===== config.mk =====
export PLATFORM = sky130hd
export DESIGN_NAME = traffic_display
export DESIGN_NICKNAME = d
export VERILOG_FILES = /design/src/rtl/traffic_display.sv
export SDC_FILE = /design/constraint.sdc
export NUM_CORES = 1
export LEC_CHECK = 0
export CORE_MARGIN = 3
export CORE_UTILIZATION = 54
export DETAILED_ROUTE_END_ITERATION = 7
export PLACE_DENSITY = 0.87
export SLEW_MARGIN = 20
export SYNTH_ARGS = -nofsm -noshare
export SYNTH_HDL_FRONTEND = slang
export SYNTH_SLANG_ARGS = --single-unit

===== constraint.sdc =====
create_clock -name clk -period 3.4 [get_ports clk]
set_input_delay 0.34 -clock clk [delete_from_list [all_inputs] [get_ports clk]]
set_output_delay 0.34 -clock clk [all_outputs]
set_load 0.005 [all_outputs]

===== src/rtl/traffic_display.sv =====
// traffic_display: scans four lights' remaining time onto a 4-digit 7-seg display with change flashing
module traffic_display #(
   parameter int BLINK_HALF = 96,
   parameter int FLASH_LOAD = 6
) (
   input  logic        clk,
   input  logic        rst,
   input  logic        clk_en,
   input  logic [3:0]  color,
   input  logic [15:0] time_in,
   output logic [7:0]  seg,
   output logic [3:0]  an
);
   logic [1:0] scan_idx, scan_nxt;
   logic [7:0] blink_div;
   logic       blink_tick, live, blank;
   logic [3:0] prev_color, chg, digit;
   logic [7:0] seg_nxt;
   logic [2:0] flash_cnt [4];
   logic [2:0] flash_nxt [4];

   function automatic logic [6:0] hex7(input logic [3:0] v);
      case (v)
         4'h0: return 7'h40;
         4'h1: return 7'h79;
         4'h2: return 7'h24;
         4'h3: return 7'h30;
         4'h4: return 7'h19;
         4'h5: return 7'h12;
         4'h6: return 7'h02;
         4'h7: return 7'h78;
         4'h8: return 7'h00;
         4'h9: return 7'h10;
         4'hA: return 7'h08;
         4'hB: return 7'h03;
         4'hC: return 7'h46;
         4'hD: return 7'h21;
         4'hE: return 7'h06;
         default: return 7'h0E;
      endcase
   endfunction

   // Scan advance, blink tick, change detect and the segment byte for the digit selected after this edge
   always_comb begin
      scan_nxt   = clk_en ? scan_idx + 2'd1 : scan_idx;
      blink_tick = clk_en && (blink_div == 8'(BLINK_HALF - 1));
      chg        = color ^ prev_color;
      digit      = time_in[{scan_nxt, 2'b00} +: 4];
      blank      = (flash_cnt[scan_nxt] != 3'd0) && !flash_cnt[scan_nxt][0];
      seg_nxt    = blank ? 8'hFF : {~color[scan_nxt], hex7(digit)};
   end

   // Per-light flash counter: a color change reloads, otherwise count down one step per blink tick
   always_comb begin
      for (int i = 0; i < 4; i++)
         flash_nxt[i] = chg[i] ? 3'(FLASH_LOAD)
                      : (blink_tick && flash_cnt[i] != 3'd0) ? flash_cnt[i] - 3'd1
                      : flash_cnt[i];
   end

   // State and registered display outputs; display stays dark until the first scan tick
   always_ff @(posedge clk) begin
      if (!rst) begin
         scan_idx   <= 2'd0;
         blink_div  <= 8'd0;
         prev_color <= color;
         live       <= 1'b0;
         seg        <= 8'hFF;
         an         <= 4'hF;
         for (int i = 0; i < 4; i++) flash_cnt[i] <= 3'd0;
      end else begin
         scan_idx   <= scan_nxt;
         prev_color <= color;
         live       <= live | clk_en;
         if (clk_en) blink_div <= blink_tick ? 8'd0 : blink_div + 8'd1;
         if (live || clk_en) begin
            an  <= ~(4'b0001 << scan_nxt);
            seg <= seg_nxt;
         end
         for (int i = 0; i < 4; i++) flash_cnt[i] <= flash_nxt[i];
      end
   end
endmodule


==> flow_metrics.py <==
metrics = {
    "outcome": {
        "status": "finished clean",
    },
    "route": {
        "routed_wl_um": 4990,
        "drt_iter0_markers": 117,
        "drt-pass1-iter-count": 4,
        "ant_nets": 0,
        "drc_errors": 0,
        "wl_per_cell_um": 14.7,
        "via_count": 1917,
        "viasPerCell": 5.64,
    },
    "logic_synthesis": {
        "synth.cell_area_mm2": 0.00226,
        "synth_edf_count": 0,
        "synth_area_per_cell_um2": 8.81,
        "synth.distinct_cells": 51,
        "postSynthCellCount": 257,
        "yosysSeqAreaShare_pct": 34.5,
        "async_flop_share_pct": 0,
        "synth-seq-cells": 39,
        "synth_fp_nets": 296,
        "synthFlopType": "dfxtp_1",
        "ys_warn_count": 0,
    },
    "clock_tree": {
        "cts_buffers": 5,
        "cts_sinks": 39,
        "cts_resized": 0,
        "cts_max_level": 2,
        "cts_hold_buf": 0,
        "clk_path_buf_depth": 2,
        "cts_tree": "built",
        "cts_root_buf": "clkbuf_8",
        "cts_setup_buffers": 0,
        "clkLatencyLatePin_ns": 0.30,
        "clkTransAtPathRegs_ns": 0.08,
    },
    "pwr": {
        "p_seq_share_pct": 41.7,
        "switchingPower_uw": 352,
        "p_leak_uw": 0.00109,
        "p_clk_share_pct": 32.5,
        "power_switching_share_pct": 28.2,
        "power_density_mw_per_mm2": 456,
        "finalPower_uw": 1250,
        "internal_power_uw": 897,
        "ir_drop_v": 0.000292,
        "p_comb_share_pct": 25.8,
    },
    "die": {
        "core_area_mm2": 0.00385,
        "row_count": 22,
        "die_area_mm2": 0.00501,
        "die_h_um": 70.8,
        "io_pins": 35,
        "start_util_pct": 58.8,
        "dieWidth_um": 70.8,
    },
    "sta": {
        "rsz0062_at_grt": "false",
        "slew_violations": 0,
        "setup_violations": 0,
        "worst_slew_pin_slew_ns": 0.596,
        "setup-tns-final_ns": 0,
        "hold_viol": 0,
        "period_needed_ns": 2.63,
        "finalCritPeriodShare_pct": 77.4,
        "maxSlewHeadroom_pct": 60.2,
        "fin_worst_skew_ns": 0.00986,
        "timing.fmax_mhz": 380,
    },
    "global_routing": {
        "first_global_vias": 1924,
        "grt_pass1_wl_um": 8640,
        "antenna_found_initial": 0,
        "grt_overflow": 0,
        "grt_usage_pct": 21.7,
        "grt_max_degree": 22,
    },
    "finish": {
        "antennaDiodeCount": 0,
        "fillers": 315,
        "nNetsFinal": 330,
        "layout.cells.most_common_list": "dfxtp_1, clkdlybuf4s50_1, nand2_1",
        "layout-drive-gt1-share_pct": 7.88,
        "finalNonFillerCells": 340,
        "fin_util_pct": 71.1,
        "layout_commonest_cell": "dfxtp_1",
        "area_delta_synth_final_pct": 20.9,
    },
    "setup_path": {
        "critPathMaxFanout": 16,
        "arrival_ns": 2.81,
        "worstRegToRegCells": 9,
        "path_class": "reg -> reg",
        "start_kind": "flip-flop",
        "required_ns": 3.57,
        "cp-end-kind": "flip-flop",
    },
    "flow_run": {
        "maxCapViolations": 0,
    },
    "placed_design": {
        "post-place-cells": 332,
        "dp_hpwl_um": 3710,
        "gp_congestion": 0.821,
        "portBuffers": 34,
    },
    "worst_hold_path": {
        "hp-class": "reg -> reg",
        "worstHoldPathCells": 2,
    },
}
[synthesized netlist by cell type (4+ instances only)]
library cell / instances / share of area, %
nand2_1: 26 / 4.3
dfxtp_1: 39 / 34
o21ai_0: 11 / 2.4
buf_2: 4 / 0.88
and3_1: 5 / 1.4
a21boi_0: 11 / 3.6
nor2_1: 13 / 2.2
clkbuf_1: 4 / 0.66
nand3_1: 6 / 1.3
nand4_1: 4 / 1.1
xnor2_1: 18 / 7.0
ha_1: 16 / 8.8
a21oi_1: 6 / 1.3
mux2_2: 4 / 2.0
and2_1: 6 / 1.7
inv_1: 21 / 3.5
nor3_1: 4 / 0.88
a31oi_1: 5 / 1.4
mux2i_1: 10 / 4.4
[flip-flops by register name (all words and copies together), names as in the netlist]
register	flops
an	4
blink_div	8
flash_cnt	12
live	1
prev_color	4
scan_idx	2
seg	8
[logic make-up after synthesis]
kind of cell | synth area share, %
compound gates | 16.5
xor+xnor | 8.12
fa+ha+maj | 8.84
buf+inv | 7.40
flops | 34.5
mux | 7.40
simple gates | 17.3
[final cells by class]
type | instances | area (µm²) | area share [%]
Clock inverter | 2 | 35.0 | 1.28
Timing Repair Buffer | 40 | 385 | 14.1
Clock buffer | 6 | 82.6 | 3.02
Multi-Input combinational cell | 184 | 1320 | 48.1
Inverter | 21 | 78.8 | 2.88
Sequential cell | 39 | 781 | 28.5
Tap cell | 48 | 60.1 | 2.19
[power by group through the flow]
stage	logic, µW	registers [µW]	clock network, µW
after detailed placement	315	531	0
final	322	521	406
after floorplan	216	522	0
after CTS	321	521	412
after global placement	307	530	0
after global routing	359	526	430
[per-stage QoR]
step                      hold slack (ns)  worst slack, ns  instance area (µm²)
after floorplan                     0.368            0.894                 2260
after global placement              0.463            0.757                 2620
after detailed placement            0.472            0.645                 2620
after CTS                           0.490            0.782                 2740
after global routing                0.509            0.523                 2740
final                               0.486            0.768                 2740
[final timing paths]
check                    from      to  slack, ns
hold / removal         seg[0]  seg[0]       0.49
setup / recovery  scan_idx[0]  seg[2]       0.77
setup reg to reg  scan_idx[0]  seg[2]       0.77
hold reg to reg        seg[0]  seg[0]       0.49
[worst max-delay path, cell delays in order (launching register included)]
cell	delay, ns
dfxtp_1	0.71
nand2b_1	0.23
o22ai_2	0.13
a222oi_1	0.43
inv_1	0.17
ha_1	0.22
nand2_1	0.08
nor2_1	0.05
a2111oi_2	0.37
o21ai_1	0.12
[routing by layer]
metal / track usage [%] / vias up / part of all wire, %
met5: 0 / - / 0
met4: 10.2 / 0 / 3.3
met3: 6.53 / 20 / 5.3
met2: 36.7 / 55 / 49
met1: 25.0 / 893 / 42
li1: - / 949 / -
Note: power is estimated with default switching activity, not from simulation.
